## src/rtl/uart_pkg.sv

```systemverilog
// ============================================================================
// Module   : uart_pkg
// Purpose  : Shared constants, baud table and FSM encoding for the 6-byte UART.
// Revision : 1.0 - initial release
// ============================================================================
`default_nettype none

package uart_pkg;

    localparam int unsigned NUM_BYTES = 6;
    localparam int unsigned DATA_W    = 46;
    localparam int unsigned FRAME_W   = 48;
    localparam int unsigned DIV_W     = 16;
    localparam int          NUM_RATES = 8;

    localparam int unsigned BAUD_RATE [NUM_RATES] = '{
        9600, 19200, 38400, 57600, 115200, 230400, 460800, 921600
    };

    typedef enum logic [2:0] {
        ST_IDLE  = 3'd0,
        ST_START = 3'd1,
        ST_DATA  = 3'd2,
        ST_STOP  = 3'd3,
        ST_DONE  = 3'd4
    } tx_state_e;

    // Truncating divide; the receiver derives its bit period the same way.
    function automatic logic [DIV_W-1:0] baud_div(input int unsigned clk_hz,
                                                  input logic [2:0]  sel);
        return DIV_W'(clk_hz / BAUD_RATE[sel]);
    endfunction

endpackage

`default_nettype wire

```

## src/rtl/uart_byte_tx.sv

```systemverilog
// ============================================================================
// Module   : uart_byte_tx
// Purpose  : Single-byte 8N1 serialiser; a start may be taken in the last
//            stop-bit cycle so consecutive bytes abut with no idle gap.
// Revision : 1.0 - initial release
// ============================================================================
`default_nettype none

module uart_byte_tx
    import uart_pkg::*;
(
    input  logic             clk,
    input  logic             reset_n,
    input  logic             start_i,
    input  logic [7:0]       byte_i,
    input  logic [DIV_W-1:0] div_i,
    output logic             tx_o,
    output logic             bit_tick_o,
    output logic             byte_done_o
);

    logic [DIV_W-1:0] baud_cnt_q, baud_cnt_d;
    logic [3:0]       bit_cnt_q,  bit_cnt_d;
    logic [8:0]       shreg_q,    shreg_d;
    logic             busy_q,     busy_d;
    logic             tx_q,       tx_d;
    logic             w_tick;
    logic             w_last;

    assign w_tick      = busy_q && (baud_cnt_q == (div_i - DIV_W'(1)));
    assign w_last      = w_tick && (bit_cnt_q == 4'd9);
    assign tx_o        = tx_q;
    assign bit_tick_o  = w_tick;
    assign byte_done_o = w_last;

    always_ff @(posedge clk or negedge reset_n) begin
        if (!reset_n) begin
            baud_cnt_q <= '0;
            bit_cnt_q  <= '0;
            shreg_q    <= '0;
            busy_q     <= 1'b0;
            tx_q       <= 1'b1;
        end else begin
            baud_cnt_q <= baud_cnt_d;
            bit_cnt_q  <= bit_cnt_d;
            shreg_q    <= shreg_d;
            busy_q     <= busy_d;
            tx_q       <= tx_d;
        end
    end

    // shreg holds d0..d7 followed by the stop bit, shifted out LSB first.
    always_comb begin
        baud_cnt_d = baud_cnt_q;
        bit_cnt_d  = bit_cnt_q;
        shreg_d    = shreg_q;
        busy_d     = busy_q;
        tx_d       = tx_q;
        if (start_i && (!busy_q || w_last)) begin
            baud_cnt_d = '0;
            bit_cnt_d  = '0;
            shreg_d    = {1'b1, byte_i};
            busy_d     = 1'b1;
            tx_d       = 1'b0;
        end else if (busy_q) begin
            if (w_tick) begin
                baud_cnt_d = '0;
                if (w_last) begin
                    busy_d = 1'b0;
                    tx_d   = 1'b1;
                end else begin
                    bit_cnt_d = bit_cnt_q + 4'd1;
                    tx_d      = shreg_q[0];
                    shreg_d   = {1'b1, shreg_q[8:1]};
                end
            end else begin
                baud_cnt_d = baud_cnt_q + DIV_W'(1);
            end
        end
    end

endmodule

`default_nettype wire

```

## src/rtl/uart_6byte_tx.sv

```systemverilog
// ============================================================================
// Module   : uart_6byte_tx
// Purpose  : Sends a 46-bit word as six back-to-back 8N1 bytes, MSB byte first.
// Revision : 1.0 - initial release
// ============================================================================
`default_nettype none

module uart_6byte_tx
    import uart_pkg::*;
#(
    parameter int unsigned CLK_FREQ_HZ = 50_000_000
)
(
    input  logic              clk,
    input  logic              reset_n,
    input  logic [2:0]        baud_set,
    input  logic [DATA_W-1:0] data_46bit,
    input  logic              send_en,
    output logic              uart_tx,
    output logic              tx_busy,
    output logic              tx_6byte_done
);

    localparam logic [2:0] LAST_BYTE = 3'(NUM_BYTES - 1);

    tx_state_e          state_q,    state_d;
    logic [FRAME_W-1:0] buf_q,      buf_d;
    logic [2:0]         baud_q,     baud_d;
    logic [2:0]         byte_idx_q, byte_idx_d;
    logic [2:0]         bit_cnt_q,  bit_cnt_d;

    logic [DIV_W-1:0]   w_div_tab [NUM_RATES];
    logic [DIV_W-1:0]   w_div;
    logic [FRAME_W-1:0] w_frame_in;
    logic               w_accept;
    logic               w_next_byte;
    logic               w_sub_start;
    logic [7:0]         w_sub_byte;
    logic               w_sub_tx;
    logic               w_bit_tick;
    logic               w_byte_done;

    for (genvar gi = 0; gi < NUM_RATES; gi++) begin : g_div_tab
        assign w_div_tab[gi] = baud_div(CLK_FREQ_HZ, 3'(gi));
    end

    assign w_div       = w_div_tab[baud_q];
    assign w_frame_in  = {{(FRAME_W-DATA_W){1'b0}}, data_46bit};
    assign w_accept    = send_en && ((state_q == ST_IDLE) || (state_q == ST_DONE));
    assign w_next_byte = (state_q == ST_STOP) && w_byte_done && (byte_idx_q != LAST_BYTE);

    uart_byte_tx u_byte_tx (
        .clk         (clk),
        .reset_n     (reset_n),
        .start_i     (w_sub_start),
        .byte_i      (w_sub_byte),
        .div_i       (w_div),
        .tx_o        (w_sub_tx),
        .bit_tick_o  (w_bit_tick),
        .byte_done_o (w_byte_done)
    );

    always_ff @(posedge clk or negedge reset_n) begin
        if (!reset_n) begin
            state_q    <= ST_IDLE;
            buf_q      <= '0;
            baud_q     <= '0;
            byte_idx_q <= '0;
            bit_cnt_q  <= '0;
        end else begin
            state_q    <= state_d;
            buf_q      <= buf_d;
            baud_q     <= baud_d;
            byte_idx_q <= byte_idx_d;
            bit_cnt_q  <= bit_cnt_d;
        end
    end

    // buf_q holds the bytes still to be sent, next one in [47:40].
    always_comb begin
        state_d    = state_q;
        buf_d      = buf_q;
        baud_d     = baud_q;
        byte_idx_d = byte_idx_q;
        bit_cnt_d  = bit_cnt_q;
        case (state_q)
            ST_IDLE, ST_DONE: begin
                if (send_en) begin
                    state_d    = ST_START;
                    buf_d      = {w_frame_in[FRAME_W-9:0], 8'h00};
                    baud_d     = baud_set;
                    byte_idx_d = '0;
                    bit_cnt_d  = '0;
                end else begin
                    state_d = ST_IDLE;
                end
            end
            ST_START: begin
                if (w_bit_tick) begin
                    state_d   = ST_DATA;
                    bit_cnt_d = '0;
                end
            end
            ST_DATA: begin
                if (w_bit_tick) begin
                    if (bit_cnt_q == 3'd7) begin
                        state_d = ST_STOP;
                    end else begin
                        bit_cnt_d = bit_cnt_q + 3'd1;
                    end
                end
            end
            ST_STOP: begin
                if (w_byte_done) begin
                    if (byte_idx_q == LAST_BYTE) begin
                        state_d = ST_DONE;
                    end else begin
                        state_d    = ST_START;
                        byte_idx_d = byte_idx_q + 3'd1;
                        buf_d      = {buf_q[FRAME_W-9:0], 8'h00};
                    end
                end
            end
            default: state_d = ST_IDLE;
        endcase
    end

    always_comb begin
        w_sub_start   = w_accept || w_next_byte;
        w_sub_byte    = w_accept ? w_frame_in[FRAME_W-1:FRAME_W-8] : buf_q[FRAME_W-1:FRAME_W-8];
        uart_tx       = w_sub_tx;
        tx_busy       = (state_q == ST_START) || (state_q == ST_DATA) || (state_q == ST_STOP);
        tx_6byte_done = (state_q == ST_DONE);
    end

endmodule

`default_nettype wire

```

## config.mk

```make
export PLATFORM = sky130hd
export DESIGN_NAME = uart_6byte_tx
export DESIGN_NICKNAME = d
export VERILOG_FILES = /design/src/rtl/uart_pkg.sv /design/src/rtl/uart_byte_tx.sv /design/src/rtl/uart_6byte_tx.sv
export SDC_FILE = /design/constraint.sdc
export NUM_CORES = 1
export LEC_CHECK = 0
export CAP_MARGIN = 10
export CORE_UTILIZATION = 39
export CTS_BUF_LIST = sky130_fd_sc_hd__clkbuf_4 sky130_fd_sc_hd__clkbuf_8
export CTS_CLUSTER_SIZE = 8
export DETAILED_ROUTE_END_ITERATION = 8
export PLACE_DENSITY = 0.61
export SLEW_MARGIN = 20
export SYNTH_ARGS = -nofsm -noshare
export SYNTH_HDL_FRONTEND = slang
export SYNTH_HIERARCHICAL = 1
export SYNTH_SLANG_ARGS = --single-unit
```

## constraint.sdc

```tcl
create_clock -name clk -period 8.7 [get_ports clk]
set_clock_uncertainty 0.05 [all_clocks]
set_input_delay 1.305 -clock clk [delete_from_list [all_inputs] [get_ports clk]]
set_output_delay 1.305 -clock clk [all_outputs]
set_load 0.02 [all_outputs]
```

-- After elaboration in Yosys (flattened, before gate mapping)
Memory sizes are Yosys's and may differ from the RTL's.
Cells that the tools add are included.
Widths: inputs -> output; s select.
- output and inout port bits: 3
- memories: 1
- word-level logic and storage cells: 100
- flip-flop bits (word level): 91
- input bits: 52
- bits in read-only memories: 128
- memory list (name ; words ; width ; read ports ; clocked after Yosys merged registers in ; wr ports ; line ; source):
    (name not given) ; 8 ; 16 ; 1 ; 0 ; 0 ; uart_6byte_tx.sv:47 ; assign w_div = w_div_tab[baud_q];
- bitwise logic cells: 1
- equal/unequal tests: 17
- reduce and logical (&&, ||, !) cells: 24
- add/sub/neg operators: 5
- magnitude comparators: 1
- mux-type cells: 41
- operators with widths (kind ; count):
    $mux 48 ; 3
    $pmux 48 s2 ; 1
    $mux 16 ; 5
    $mux 9 ; 4
    $mux 3 ; 11
    $add 16x1->16 const B ; 1
    $eq 16x16->1 ; 1
    $mux 4 ; 4
    $sub 16x1->16 const B ; 1
    $pmux 3 s4 ; 1
    $ne 2x2->1 const B ; 5
    $eq 3x3->1 const B ; 3
    $mux 1 ; 9
    $pmux 3 s3 ; 1
    $mux 8 ; 1
    $reduce_and 4->1 ; 2
    $add 3x1->3 const B ; 2
    $eq 3x2->1 const B ; 2
    $logic_and 1x1->1 ; 6
    $ne 2x1->1 const B ; 3
    $pmux 3 s2 ; 1
    $reduce_bool 2->1 ; 3
    $logic_or 1x1->1 ; 5
    $reduce_and 5->1 ; 1
    other kinds (12) ; 13

-- Longest topological paths before layout
Gate-level depths: netlist of the first run.
- depth in word-level cells: 14
- mapped depth: 22
- mapped depth without buffers: 20

-- Cells and area by module
The synthesis of the first run kept the hierarchy.
- modules (own cells, without submodules) (module ; area an instance (sq um) ; seq. area each (sq um) ; cells an instance ; times used):
    uart_6byte_tx ; 2750.1 ; 1301.2 ; 254 ; 1
    uart_byte_tx ; 2357.3 ; 777.0 ; 266 ; 1

-- Least setup slack after synthesis of the first run
No wires, ideal clock.
- kind: reg2reg
- start: register baud_q[0]
- end: register u_byte_tx.shreg_q[1]
- setup time: 0.123 ns
- stages on the path, launching flop included: 19
- clock period less this slack: 4.460 ns
- path buffers: 2
- arrival time: 4.287 ns
- setup slack: 4.240 ns
- required time: 8.527 ns
- path through: dfrtp_1 inv_1 ha_1 mux2_2 or4_1 buf_2 nor2_1 nor2_1 or3b_2 nor4_1 and4_1 and2_1 nand4b_4 o21ai_4 buf_8 inv_1 nor2_1 a31oi_1 o221a_2
- word-level cells in the longest chain between the ends: 14
- elaborated cells between the ends (all ways): 18
- those cells by class: add/sub: 1; eq/ne: 2; mux: 3; bitwise: 1; reduce/logical: 10; memory: 1
- RTL lines (what ; line ; source):
    start: declaration ; uart_6byte_tx.sv:28 ; logic [2:0] baud_q, baud_d;
    start signal: assignment ; uart_6byte_tx.sv:73 ; baud_q <= baud_d;
    $not 3->4 (not written as such) * ; uart_6byte_tx.sv:47 ;
    $mem_v2 8x16 * ; n/a ;
    $mux 16 (not written as such) * (2 in a row) ; uart_6byte_tx.sv:47 ;
    net w_div[3] ; uart_6byte_tx.sv:33 ; logic [DIV_W-1:0] w_div;
    $sub 16x1->16 * ; uart_byte_tx.sv:30 ; assign w_tick = busy_q && (baud_cnt_q == (div_i - DIV_W'(1)));
    $eq 16x16->1 * ; uart_byte_tx.sv:30 ;
    $logic_and 1x1->1 * ; uart_byte_tx.sv:30 ;
    net w_bit_tick ; uart_6byte_tx.sv:40 ; logic w_bit_tick;
    $logic_and 1x1->1 * ; uart_byte_tx.sv:31 ; assign w_last = w_tick && (bit_cnt_q == 4'd9);
    net w_byte_done ; uart_6byte_tx.sv:41 ; logic w_byte_done;
    $logic_and 1x1->1 * (2 in a row) ; uart_6byte_tx.sv:50 ; assign w_next_byte = (state_q == ST_STOP) && w_byte_done && (byte_idx_q != LAST_BYTE);
    $logic_or 1x1->1 * ; uart_6byte_tx.sv:129 ; w_sub_start = w_accept || w_next_byte;
    net w_sub_start ; uart_6byte_tx.sv:37 ; logic w_sub_start;
    $logic_and 1x1->1 * ; uart_byte_tx.sv:59 ; if (start_i && (!busy_q || w_last)) begin
    $ne 2x2->1 (no source line) / $reduce_bool 2->1 (equally long branches) ; n/a ;
    $reduce_and 3->1 (no source line) ; n/a ;
    end signal: assignment ; uart_byte_tx.sv:46 ; shreg_q <= shreg_d;
    end: declaration ; uart_byte_tx.sv:24 ; logic [8:0] shreg_q, shreg_d;
Mark *: on every way through the listed nets, which the timed path passes. The rest lies on a longest branch. The select of a mux whose other input is x is not followed.
A chain may end at the register's enable or synchronous reset.

-- Worst setup path after layout of the first run
- start: register baud_q[1]
- end: register u_byte_tx.shreg_q[7]
- word-level cells in the longest chain between the ends: 14
- elaborated cells between the ends (all ways): 18
- those cells by class: add/sub: 1; eq/ne: 2; mux: 3; bitwise: 1; reduce/logical: 10; memory: 1
- RTL lines (what ; line):
    $not 3->4 (not written as such) * ; uart_6byte_tx.sv:47
    $mem_v2 8x16 * ; n/a
    $mux 16 (not written as such) * (2 in a row) ; uart_6byte_tx.sv:47
    net w_div[8] ; uart_6byte_tx.sv:33
    $sub 16x1->16 * ; uart_byte_tx.sv:30
    $eq 16x16->1 * ; uart_byte_tx.sv:30
    $logic_and 1x1->1 * ; uart_byte_tx.sv:30
    net w_bit_tick ; uart_6byte_tx.sv:40
    $logic_and 1x1->1 * ; uart_byte_tx.sv:31
    net w_byte_done ; uart_6byte_tx.sv:41
    $logic_and 1x1->1 (2 in a row) ; uart_6byte_tx.sv:50
    $logic_or 1x1->1 ; uart_6byte_tx.sv:129
    $logic_and 1x1->1 ; uart_byte_tx.sv:59
    $ne 2x2->1 (no source line) / $reduce_bool 2->1 (equally long branches) ; n/a
    $reduce_and 3->1 (no source line) ; n/a
Marked as above.

==> impl_metrics.json, run 1 <==
{
  "ys_warn_count": 6,
  "postLayoutCellArea_um2": 5910,
  "wl_um": 12000,
  "path_max_fanout": 39,
  "grt_pass1_wl_um": 19900,
  "hp-class": "flip-flop to flip-flop",
  "syn-instance-count": 520,
  "synthSimpleGateAreaFrac_pct": 23.2,
  "synth_mux_area_share_pct": 2.28,
  "grt_start_max_net_pins": 84,
  "fin_tns_setup_ns": 0,
  "drc": 0,
  "rsz0062_at_grt": "false",
  "seq_area_frac_synth_pct": 40.7,
  "dieArea_um2": 13600,
  "synth.distinct_cells": 71,
  "crit_path_max_incr_delay_ns": 0.79,
  "dr_total_vias": 4198,
  "cts_buffer_depth": 2,
  "critical_path_required_ns": 8.90,
  "core_region_area_um2": 12700,
  "hold_ws_ns": 0.417,
  "die_w_um": 116,
  "cts_tree": "built",
  "cts_buffers": 9,
  "end_kind": "flip-flop",
  "drv_slew": 0,
  "clk_latency_ns": 0.36,
  "max_slew.worst_pin.slew_ns": 0.963,
  "syn-cell-area_um2": 5110,
  "synth_top_area_share_pct": 40.2,
  "synth_compound_area_share_pct": 21.1,
  "synthTopCellsByArea": "dfrtp_1 (40%), o221a_2 (7.9%), nand2_1 (4.8%), nand2b_1 (4.4%), a31oi_1 (3.3%)",
  "gp_congestion": 0.808,
  "final_cell_mix": "dfrtp_1 (82), nand2_1 (65), clkdlybuf4s50_1 (53), nand2b_1 (36), o221a_2 (36)",
  "outcome": "finished, final reports clean",
  "antenna_found_initial": 0,
  "synth_top_family_by_area": "simple AND/OR/NAND/NOR gates",
  "maxCapViolCount": 0,
  "fp.dieH_um": 116,
  "pwr_density_cell_nw_per_um2": 164,
  "synth_fa_ha_area_share_pct": 3.18,
  "synth_xor_area_share_pct": 3.77,
  "grt.total_usage_pct": 19.0,
  "overflow": 0,
  "grt_pass1_vias": 4082,
  "ant_nets": 0,
  "synth_top_cell_by_area": "dfrtp_1",
  "drive_gt1_share_pct": 13.1,
  "startpoint_type": "flip-flop",
  "hpwl_um": 8300,
  "rows": 41,
  "setup_viol": 0,
  "path_delay_family": "simple AND/OR/NAND/NOR gates",
  "fin_crit_ns": 5.91,
  "synthFlopType": "dfrtp_1",
  "initial_core_util_pct": 40.3,
  "timing.critical_path.mode_cell": "nor4_1",
  "syn_to_final_growth_pct": 15.7,
  "finalCritPeriodShare_pct": 68.0,
  "cp.arrival_ns": 6.12,
  "crit_chain": "inv_1, ha_1, nand2_1, o21ai_0, nor4_1, nor2_1, nor4_1, or3b_2, nor4_1, and4_1, and2_1, nand4b_4, o21ai_4, inv_1, nor2_1, a31oi_1, o221a_2",
  "ir_drop_mv": 0.0883,
  "syn_avg_cell_area_um2": 9.82,
  "post_drt_wl_per_cell_um": 16.2,
  "antennaDiodeCount": 0,
  "cts_num_sinks": 83,
  "async_flop_share_pct": 100,
  "layout_commonest_cell": "dfrtp_1",
  "firstDrtPassIters": 5,
  "numPortBuffers": 54,
  "cts_hold_buf": 0,
  "cts_max_level": 3,
  "worst_path_max_delay_cell": "nor4_1",
  "fmax_ghz": 0.169,
  "ioPinCount": 55,
  "finalPower_mw": 0.967,
  "nets": 625,
  "path_buf_inv": 2,
  "worst_slew_margin_rel_pct": 35.5,
  "path_clk_slew_ns": 0.08,
  "placed_area_um2": 5660,
  "post_cts_buffers": 0,
  "hold_viol_final": 0,
  "root_buffer": "clkbuf_8",
  "viasPerCell": 5.70,
  "synth-edff-count": 0,
  "ctsResizeCount": 0,
  "power_leakage_nw": 2.37,
  "drt_iter0_drc": 301,
  "critPathKind": "flip-flop to flip-flop",
  "synth_seq_cells": 83
}
[registers in the layout (all words and copies together), names as in the netlist]
register / cells
bit_cnt_q: 3
buf_q: 40
state_q: 3
u_byte_tx/shreg_q: 9
u_byte_tx/tx_o: 1
u_byte_tx/bit_cnt_q: 4
u_byte_tx/baud_cnt_q: 16
byte_idx_q: 3
u_byte_tx/busy_q: 1
baud_q: 3
[logic make-up (layout without fill, tap and decap cells)]
family / Yosys count / in the layout
flops: 83 / 83
other cells: 1 / 6
fa+ha+maj: 13 / 13
buf+inv: 48 / 87
simple gates: 211 / 211
xor+xnor: 22 / 22
compound gates: 131 / 131
mux: 11 / 11
[Yosys cell counts (4+ instances only)]
| cell type | count |
|---|---|
| a21o_1 | 4 |
| a21oi_1 | 7 |
| a31oi_1 | 27 |
| and2_1 | 7 |
| and3_1 | 5 |
| buf_4 | 6 |
| buf_6 | 7 |
| clkbuf_1 | 12 |
| dfrtp_1 | 82 |
| ha_1 | 13 |
| inv_1 | 16 |
| mux2_2 | 5 |
| mux2i_1 | 6 |
| nand2_1 | 65 |
| nand2b_1 | 36 |
| nand3_1 | 10 |
| nor2_1 | 24 |
| nor2b_1 | 5 |
| nor3_1 | 11 |
| nor4_1 | 6 |
| o21ai_0 | 17 |
| o221a_2 | 36 |
| o32a_1 | 6 |
| or3_1 | 13 |
| or4_1 | 4 |
| xnor2_1 | 17 |
| xor2_1 | 5 |
[per-stage QoR]
step	util [%]	worst slack (ns)	std cells
floorplan	-	4.24	525
global placement	44.7	3.13	721
detailed placement	44.7	2.90	721
CTS	46.6	2.86	736
global route	46.6	2.28	736
finish	46.6	2.79	736
[layer usage]
metal / track usage [%] / up-vias / wire length (µm)
li1: - / 1994 / -
met1: 24.9 / 2094 / 5660
met2: 31.2 / 98 / 5710
met3: 4.31 / 12 / 413
met4: 5.73 / 0 / 161
met5: 0 / - / 0
[power by group]
group | internal (mW) | leakage, nW | switching, mW
sequential | 0.417 | 1.02 | 0.0384
combinational | 0.0913 | 1.23 | 0.0774
clock | 0.201 | 0.123 | 0.142
[worst register-to-register path: stages (launching register included)]
cell	delay, ns
dfrtp_1	0.39
inv_1	0.12
ha_1	0.24
nand2_1	0.06
o21ai_0	0.30
nor4_1	0.79
nor2_1	0.12
nor4_1	0.32
or3b_2	0.47
nor4_1	0.26
and4_1	0.36
and2_1	0.26
nand4b_4	0.16
o21ai_4	0.78
inv_1	0.29
nor2_1	0.27
a31oi_1	0.19
o221a_2	0.37
[worst paths after layout]
kind / endpoint / startpoint / depth (start not counted) / slack [ns]
worst max-delay path: u_byte_tx/shreg_q[7]$_DFFE_PN0P_ / baud_q[1]$_DFFE_PN0P_ / 17 / 2.79
worst min-delay path: u_byte_tx/shreg_q[8]$_DFFE_PN0P_ / u_byte_tx/shreg_q[8]$_DFFE_PN0P_ / 1 / 0.42
worst max register to register: u_byte_tx/shreg_q[7]$_DFFE_PN0P_ / baud_q[1]$_DFFE_PN0P_ / 17 / 2.79
worst min register to register: u_byte_tx/shreg_q[8]$_DFFE_PN0P_ / u_byte_tx/shreg_q[8]$_DFFE_PN0P_ / 1 / 0.42
max in group asynchronous: u_byte_tx/baud_cnt_q[9]$_DFFE_PN0P_ / reset_n / 1 / 7.15
min in group asynchronous: buf_q[9]$_DFFE_PN0P_ / reset_n / 1 / 0.93
[cell type report]
| type | instances | area, µm² |
|---|---|---|
| clock inverters | 4 | 98.8 |
| flip-flops and latches | 83 | 2080 |
| clock buffers | 11 | 145 |
| fillers | 1236 | 6760 |
| inverters | 16 | 60.1 |
| repair buffers | 56 | 557 |
| multi-input cells | 394 | 2760 |
| well taps | 172 | 215 |
Power figures use the tool's default switching activity.
==> inputs of run 2 (changes only) <==
==> constraint.sdc (replaced) <==
create_clock -name clk -period 5.9 [get_ports clk]
set_clock_uncertainty 0.05 [all_clocks]
set_input_delay 0.885 -clock clk [delete_from_list [all_inputs] [get_ports clk]]
set_output_delay 0.885 -clock clk [all_outputs]
set_load 0.02 [all_outputs]
==> run 2 against run 1 <==
Compared with the run above:
- worst setup slack worse by 1.9 ns
- global-route usage up 1.1 points
- count of clock-buffer cells in the layout fell by 1
- sequential cell count unchanged
- via count is 2.1% lower
- sequential share of layout area fell by 0.26 points
- worst hold slack barely moved
- critical path type unchanged
- largest power group unchanged
==> impl_metrics.json, run 2 (synthesis gave the netlist of run 1 again) <==
{
  "root_buffer": "clkbuf_8",
  "post_drt_wl_per_cell_um": 16.5,
  "gp_congestion": 0.850,
  "final_cell_mix": "dfrtp_1 (82), nand2_1 (65), clkdlybuf4s50_1 (53), nand2b_1 (36), o221a_2 (36)",
  "fp.dieH_um": 116,
  "hpwl_um": 8570,
  "maxCapViolCount": 0,
  "cts_max_level": 3,
  "post_cts_buffers": 0,
  "setup.worst_path.start": "baud_q[1]$_DFFE_PN0P_",
  "ir_drop_mv": 0.158,
  "hp-class": "flip-flop to flip-flop",
  "worst_path_max_delay_cell": "nor4_1",
  "die_w_um": 116,
  "rsz0062_at_grt": "false",
  "timing.critical_path.mode_cell": "nor4_1",
  "worst_slew_margin_rel_pct": 43.4,
  "fin_tns_setup_ns": 0,
  "ant_nets": 0,
  "cts_tree": "built",
  "startpoint_type": "flip-flop",
  "antennaDiodeCount": 0,
  "firstDrtPassIters": 5,
  "max_slew.worst_pin.slew_ns": 0.847,
  "multi_input_area_um2": 2760,
  "cp.arrival_ns": 5.20,
  "fin_crit_ns": 5.00,
  "pwr_density_cell_nw_per_um2": 240,
  "antenna_found_initial": 0,
  "critPathKind": "flip-flop to flip-flop",
  "crit_path_max_incr_delay_ns": 0.80,
  "path_max_fanout": 7,
  "numPortBuffers": 54,
  "reg2reg_setup_slack_ns": 0.90,
  "overflow": 0,
  "core_region_area_um2": 12700,
  "dieArea_um2": 13600,
  "crit_end": "u_byte_tx/shreg_q[1]$_DFFE_PN0P_",
  "finalPower_mw": 1.43,
  "rr_startpoint": "baud_q[1]$_DFFE_PN0P_",
  "clk_latency_ns": 0.37,
  "regMostFlops": "buf_q",
  "grt_start_max_net_pins": 84,
  "grt.total_usage_pct": 20.0,
  "viasPerCell": 5.54,
  "syn_to_final_growth_pct": 16.6,
  "fillers": 1223,
  "fmax_ghz": 0.200,
  "initial_core_util_pct": 40.3,
  "cts_hold_buf": 0,
  "regArea_um2": 2080,
  "dr_total_vias": 4108,
  "end_kind": "flip-flop",
  "setup_viol": 0,
  "ctsResizeCount": 0,
  "largest_reg_flops": 40,
  "rows": 41,
  "drive_gt1_share_pct": 13.9,
  "crit_chain": "inv_1, ha_1, nand2_1, o21ai_0, nor4_1, nor2_1, nor4_1, or3b_2, nor4_1, and4_1, and2_1, nand4b_4, o21ai_4, inv_1, nor2_1, a31oi_1, o221a_2",
  "nets": 629,
  "rr_worst_depth": 17,
  "grt_pass1_vias": 4140,
  "cts_num_sinks": 83,
  "drv_slew": 0,
  "critical_path_required_ns": 6.11,
  "finalCritPeriodShare_pct": 84.7,
  "reg2reg_to": "u_byte_tx/shreg_q[1]$_DFFE_PN0P_",
  "drt_iter0_drc": 359,
  "power_leakage_nw": 2.38,
  "hold_viol_final": 0,
  "path_clk_slew_ns": 0.08,
  "outcome": "finished, final reports clean",
  "grt_pass1_wl_um": 20800,
  "wl_um": 12200,
  "drc": 0,
  "cts_buffers": 9,
  "ioPinCount": 55,
  "min_from": "u_byte_tx/shreg_q[8]$_DFFE_PN0P_",
  "cts_buffer_depth": 2,
  "reg_top3": "buf_q: 40 flops, u_byte_tx/baud_cnt_q: 16 flops, u_byte_tx/shreg_q: 9 flops",
  "layout_commonest_cell": "dfrtp_1"
}
-- run 2: changes by cell type in the layout (fill, tap and decap cells not counted), sizes merged --
cell / delta
clkinv: -1
clkinvlp: +3
buf: +4
clkbuf: -1
-- run 2: metrics by stage --
| step | hold slack (ns) | worst slack [ns] | area, µm² | utilization, % | instances |
|---|---|---|---|---|---|
| floorplan | 0.378 | 1.44 | 5130 | - | 525 |
| global placement | 0.392 | 1.20 | 5680 | 44.9 | 724 |
| detailed placement | 0.400 | 0.966 | 5680 | 44.9 | 724 |
| CTS | 0.420 | 0.959 | 5930 | 46.8 | 740 |
| global route | 0.446 | 0.386 | 5950 | 47.0 | 741 |
| finish | 0.418 | 0.904 | 5950 | 47.0 | 741 |
-- run 2: worst min-delay path by stage --
stage                     slack, ns                                to  depth (start not counted)
after floorplan                0.38  u_byte_tx/shreg_q[8]$_DFFE_PN0P_                          1
after global placement         0.39  u_byte_tx/shreg_q[8]$_DFFE_PN0P_                          1
after detailed placement       0.40  u_byte_tx/shreg_q[8]$_DFFE_PN0P_                          1
after CTS                      0.42  u_byte_tx/shreg_q[8]$_DFFE_PN0P_                          1
after global routing           0.45  u_byte_tx/shreg_q[8]$_DFFE_PN0P_                          1
final                          0.42  u_byte_tx/shreg_q[8]$_DFFE_PN0P_                          1
-- run 2: per-layer routing --
metal	track usage, %	vias to the layer above	share of wire [%]
met1	26.9	1998	48
met5	0	-	0
met2	31.8	90	48
li1	-	2011	-
met3	5.09	9	3.9
met4	6.07	0	0.97
-- run 2: power by group --
part	total, mW	switching (mW)	internal (mW)
clock network	0.508	0.215	0.292
logic	0.252	0.116	0.135
registers	0.671	0.0557	0.615
total	1.43	0.387	1.04
-- run 2: final cells by class --
type,instances,area share (%)
clock buffers,10,2.31
clock inverters,6,1.89
inverters,16,1.01
multi-input cells,394,46.3
flip-flops and latches,83,34.9
well taps,172,3.61
repair buffers,60,9.98
-- run 2: worst max-delay path: cells and delay by family, from the launching register on --
| kind | cells | cell delay (ns) |
|---|---|---|
| and+or+nand+nor | 10 | 2.92 |
| adders and majority gates | 1 | 0.24 |
| buffers and inverters | 2 | 0.26 |
| AOI/OAI and AO/OA | 4 | 1.01 |
| DFF | 1 | 0.39 |
